## config.mk

```make
export PLATFORM = sky130hd
export DESIGN_NAME = ex_operand_stage
export DESIGN_NICKNAME = d
export VERILOG_FILES = /design/src/rtl/ex_operand_stage.sv
export SDC_FILE = /design/constraint.sdc
export NUM_CORES = 1
export LEC_CHECK = 0
export CAP_MARGIN = 10
export CORE_AREA = 4 4 268 270
export DETAILED_ROUTE_END_ITERATION = 8
export DIE_AREA = 0 0 272 274
export GPL_ROUTABILITY_DRIVEN = 1
export MAX_ROUTING_LAYER = met4
export PLACE_DENSITY = 0.54
export SYNTH_ARGS = -nofsm -noshare
export SYNTH_HDL_FRONTEND = slang
export SYNTH_SLANG_ARGS = --single-unit
```

## constraint.sdc

```tcl
create_clock -name clk -period 20.8 [get_ports clk]
set_clock_uncertainty 0.15 [all_clocks]
set_input_delay 5.2 -clock clk [delete_from_list [all_inputs] [get_ports clk]]
set_output_delay 5.2 -clock clk [all_outputs]
set_load 0.01 [all_outputs]
```

## src/rtl/ex_operand_stage.sv

```systemverilog
// ID/EX register: holds one decoded instruction, muxes and forwards ALU operands.
// Latency: one cycle from capture to out_valid; forwarding into alu_a/alu_b/store data is combinational.
// Backpressure: single entry; in_ready = !valid | out_ready | flush, so drain and capture can share an edge.
module ex_operand_stage #(
    parameter int DATA_WIDTH = 64,
    parameter int REG_ADDR_W = 5
) (
    input  logic                  clk,
    input  logic                  rst,
    input  logic                  in_valid,
    output logic                  in_ready,
    input  logic [DATA_WIDTH-1:0] in_pc,
    input  logic [DATA_WIDTH-1:0] in_rs1_data,
    input  logic [DATA_WIDTH-1:0] in_rs2_data,
    input  logic [DATA_WIDTH-1:0] in_imm,
    input  logic [REG_ADDR_W-1:0] in_rs1_addr,
    input  logic [REG_ADDR_W-1:0] in_rs2_addr,
    input  logic [REG_ADDR_W-1:0] in_rd_addr,
    input  logic [4:0]            in_alu_sel,
    input  logic                  in_a_sel,
    input  logic                  in_b_sel,
    input  logic                  in_reg_write,
    input  logic                  flush,
    input  logic                  exmem_reg_write,
    input  logic [REG_ADDR_W-1:0] exmem_rd,
    input  logic [DATA_WIDTH-1:0] exmem_data,
    input  logic                  memwb_reg_write,
    input  logic [REG_ADDR_W-1:0] memwb_rd,
    input  logic [DATA_WIDTH-1:0] memwb_data,
    output logic                  out_valid,
    input  logic                  out_ready,
    output logic [DATA_WIDTH-1:0] alu_a,
    output logic [DATA_WIDTH-1:0] alu_b,
    output logic [4:0]            alu_sel,
    output logic [DATA_WIDTH-1:0] out_store_data,
    output logic [DATA_WIDTH-1:0] out_pc,
    output logic [REG_ADDR_W-1:0] out_rd,
    output logic                  out_reg_write
);

    typedef struct packed {
        logic [DATA_WIDTH-1:0] pc;
        logic [DATA_WIDTH-1:0] rs1;
        logic [DATA_WIDTH-1:0] rs2;
        logic [DATA_WIDTH-1:0] imm;
        logic [REG_ADDR_W-1:0] rs1a;
        logic [REG_ADDR_W-1:0] rs2a;
        logic [REG_ADDR_W-1:0] rd;
        logic [4:0]            sel;
        logic                  a_sel;
        logic                  b_sel;
        logic                  wr;
    } entry_t;

    entry_t entry_q;
    logic   valid_q;
    logic   capture;

    logic [DATA_WIDTH-1:0] fwd1;
    logic [DATA_WIDTH-1:0] fwd2;
    logic                  exmem_hit1, exmem_hit2, memwb_hit1, memwb_hit2;

    assign in_ready = !valid_q | out_ready | flush;
    assign capture  = in_valid & in_ready & !flush;

    // x0 is hardwired zero, so a producer targeting it must never be forwarded
    assign exmem_hit1 = exmem_reg_write && (exmem_rd == entry_q.rs1a) && (entry_q.rs1a != '0);
    assign exmem_hit2 = exmem_reg_write && (exmem_rd == entry_q.rs2a) && (entry_q.rs2a != '0);
    assign memwb_hit1 = memwb_reg_write && (memwb_rd == entry_q.rs1a) && (entry_q.rs1a != '0);
    assign memwb_hit2 = memwb_reg_write && (memwb_rd == entry_q.rs2a) && (entry_q.rs2a != '0);

    always_comb begin
        fwd1 = entry_q.rs1;
        if (exmem_hit1)      fwd1 = exmem_data;
        else if (memwb_hit1) fwd1 = memwb_data;
        fwd2 = entry_q.rs2;
        if (exmem_hit2)      fwd2 = exmem_data;
        else if (memwb_hit2) fwd2 = memwb_data;
    end

    assign alu_a          = entry_q.a_sel ? entry_q.pc  : fwd1;
    assign alu_b          = entry_q.b_sel ? entry_q.imm : fwd2;
    assign out_store_data = fwd2;
    assign alu_sel        = entry_q.sel;
    assign out_pc         = entry_q.pc;
    assign out_rd         = entry_q.rd;
    assign out_reg_write  = entry_q.wr;
    assign out_valid      = valid_q;

    always_ff @(posedge clk or posedge rst) begin
        if (rst) begin
            valid_q <= 1'b0;
            entry_q <= '0;
        end else begin
            if (flush)          valid_q <= 1'b0;
            else if (capture)   valid_q <= 1'b1;
            else if (out_ready) valid_q <= 1'b0;

            if (capture) begin
                entry_q.pc    <= in_pc;
                entry_q.rs1   <= in_rs1_data;
                entry_q.rs2   <= in_rs2_data;
                entry_q.imm   <= in_imm;
                entry_q.rs1a  <= in_rs1_addr;
                entry_q.rs2a  <= in_rs2_addr;
                entry_q.rd    <= in_rd_addr;
                entry_q.sel   <= in_alu_sel;
                entry_q.a_sel <= in_a_sel;
                entry_q.b_sel <= in_b_sel;
                entry_q.wr    <= in_reg_write;
            end else if (valid_q) begin
                // a stalled entry must keep a writeback value after its producer retires
                if (memwb_hit1) entry_q.rs1 <= memwb_data;
                if (memwb_hit2) entry_q.rs2 <= memwb_data;
            end
        end
    end

endmodule

```

==> metrics <==
core area 69500 sq um; RSZ-0062 raised after global routing no; r2r setup slk 16730 ps; Final #Nets 2815; final hold violations 0; gr usage total 23.1%; worst hold stages 2; DR DRC count 0; fin crit share 67.1%; crit end category output pin; synthesized cell area 16000 sq um; Root Buffer clkbuf_16; GRT overflow 0; vias in the first global route 17956; RR Startpoint entry_q[17]; Syn-to-layout area delta 53.3%; DRT Wirelength 88700 um; critical path class in -> out; RD Place Congestion 0.898; arrival time at the worst endpoint 8610 ps; HP Class reg -> reg; Post-synth EDFFs 0; initial core utilization 23.0%; Max Fclk 71.6 MHz; largest net degree at the start of global routing 145; #FFs+latches synth 280; PortBufs 692; Ys Warns 0; post-synth top area share 43.9%; Detailed Routing Iterations Pass 1 7; CTS Buffer Depth 3; die height 274 um; area leader, netlist dfrtp_1; clk_lat worst skew 550 ps; cells on worst reg2reg path 7; placed insts 3289; # hold bufs at CTS 0; postcts setup bufs 0; row cnt 97; Slew HR 31.0%; share of cells above drive strength 1 7.02%; CTS tree done; CTS Sinks 280; library cells used by synthesis 36; CTS buffer count 40; status finished, final reports clean; final setup fails 0; first-pass GRT wire length 126000 um; critical path fanouts, max 61; crit start category input pin; sequential area share after synthesis 43.9%; met3 usage 5.35%; Main synth FF type dfrtp_1; hpwl dp 62400 um; required time worst endpoint 15450 ps; I/O pins 693; Least-Margin Pin Slew 1040 ps; Die ar. 74500 sq um; Post-Syn Area per Cell 8.45 sq um; fin util 35.2%; synthesized net count 2315; Hold Path End entry_q[41]; post-synthesis cell count 1891; Routed WL per cell 26.2 um; Final min period 13960 ps; Leakage 9.83 nW; post-DR vias/cell 5.24; GRT busiest layer met2; Resize count post-CTS 0; Layout Cells excl Fill 3381; H-tree depth 2; Fillers 7164; total power 2.42 mW; Die X 272 um; pins over their slew limit 0; Async SR Flop Fraction 100%; number of max-cap violations 0; clock-pin slew on the worst setup and hold paths 60 ps; setup tns final 0 ps; routed vias 17725; hold path start entry_q[41]; Peak supply drop 0.0687 mV; met1 GRT Util 28.1%; FF-to-FF End entry_q[101]; final antenna-violating net count 0; pwr dens 98.8 nW/um^2; main area contributors after synthesis dfrtp_1, nand2_1, o22ai_1, a2bb2oi_1, a31oi_1; initial antenna violation count 22; final hold slack 319 ps; GR Util met2 38.6%; number of DRC markers in iteration 0 1653
## cell type report
cell class | count | area, sq um | area share [%]
multi-input combinational | 1345 | 7740 | 31.6
timing repair buffer | 721 | 7160 | 29.2
sequential | 280 | 7010 | 28.6
clock buffer | 61 | 1200 | 4.90
tap | 940 | 1180 | 4.80
clock inverter | 10 | 139 | 0.567
antenna | 21 | 52.6 | 0.215
inverter | 3 | 20.0 | 0.0817
## through the flow
stage                     setup slack, ps  instance area, sq um
after detailed placement             7010                 23100
after CTS                            6980                 24400
after floorplan                      7730                 16000
after global placement               7000                 23100
after global routing                 6750                 24500
final                                6840                 24500
## layer usage
| metal | vias to the layer above | share of wire [%] |
|---|---|---|
| li1 | 7848 | - |
| met1 | 8824 | 40 |
| met2 | 914 | 49 |
| met3 | 139 | 8.2 |
| met4 | 0 | 2.8 |
| met5 | - | 0 |
## cells in the final DEF, fill, tap and decap left out, drive strengths merged, types with 3 or more instances in the layout
| cell | instances |
|---|---|
| buf | 29 |
| diode | 21 |
| clkinv | 5 |
| nor2 | 13 |
| nand4 | 65 |
| and2 | 4 |
| o31ai | 64 |
| a2bb2oi | 128 |
| dfrtp | 280 |
| a221oi | 4 |
| clkbuf | 61 |
| or4 | 5 |
| xnor2 | 19 |
| nand2 | 589 |
| clkdlybuf4s50 | 692 |
| nor3 | 60 |
| mux2 | 60 |
| bufinv | 3 |
| o22ai | 192 |
| inv | 4 |
| a31oi | 124 |
## cells in the mapped netlist, types with 2 or more instances
library cell	n
o31ai_1	64
a221oi_1	4
nor2b_1	2
nor3_1	60
buf_4	75
a21oi_2	2
mux2_1	2
clkbuf_1	126
or4_1	4
and2_0	4
xnor2_1	19
nand2b_1	2
o22ai_1	192
dfrtp_1	280
a31oi_1	124
inv_1	3
buf_2	46
a2bb2oi_1	128
nand4_1	64
nor2_1	13
nand2_1	589
buf_1	16
mux2_2	58
o21ai_0	2
## registers in the layout (all words and copies together) (netlist names)
register	cells
out_rd	5
alu_sel	5
out_pc	64
out_valid	1
entry_q	204
out_reg_write	1
## power breakdown
group / switching (mW) / leakage, nW / internal (mW)
sequential: 0.0857 / 3.29 / 0.659
clock: 0.277 / 0.657 / 0.434
combinational: 0.471 / 5.88 / 0.492
## critical path, stage by stage
cell,delay (ps)
clkdlybuf4s50_1,560
xor2_1,300
nand2b_4,180
buf_4,600
nor2_1,230
a221oi_1,680
o31ai_1,170
clkdlybuf4s50_1,520
## cells by family after synthesis
family	count (synthesis)	share of synthesized area [%]
buffers and inverters	266	8.37
XOR/XNOR	20	1.10
multiplexers	60	4.23
AO/OA/AOI/OAI	519	23.0
flip-flops	280	43.9
AND/OR/NAND/NOR	746	19.5
## how the worst max path moves through the flow
stage                      from                 end  slack, ps  cells past startpoint
floorplan                   rst          alu_sel[0]       7730                      1
global placement    memwb_rd[3]  out_store_data[35]       7000                      8
detailed placement  memwb_rd[3]           alu_b[35]       7010                      8
CTS                 memwb_rd[3]           alu_b[35]       6980                      8
global route        memwb_rd[3]           alu_b[35]       6750                      8
finish              memwb_rd[3]           alu_b[35]       6840                      8
(Power assumes the default switching activity.)
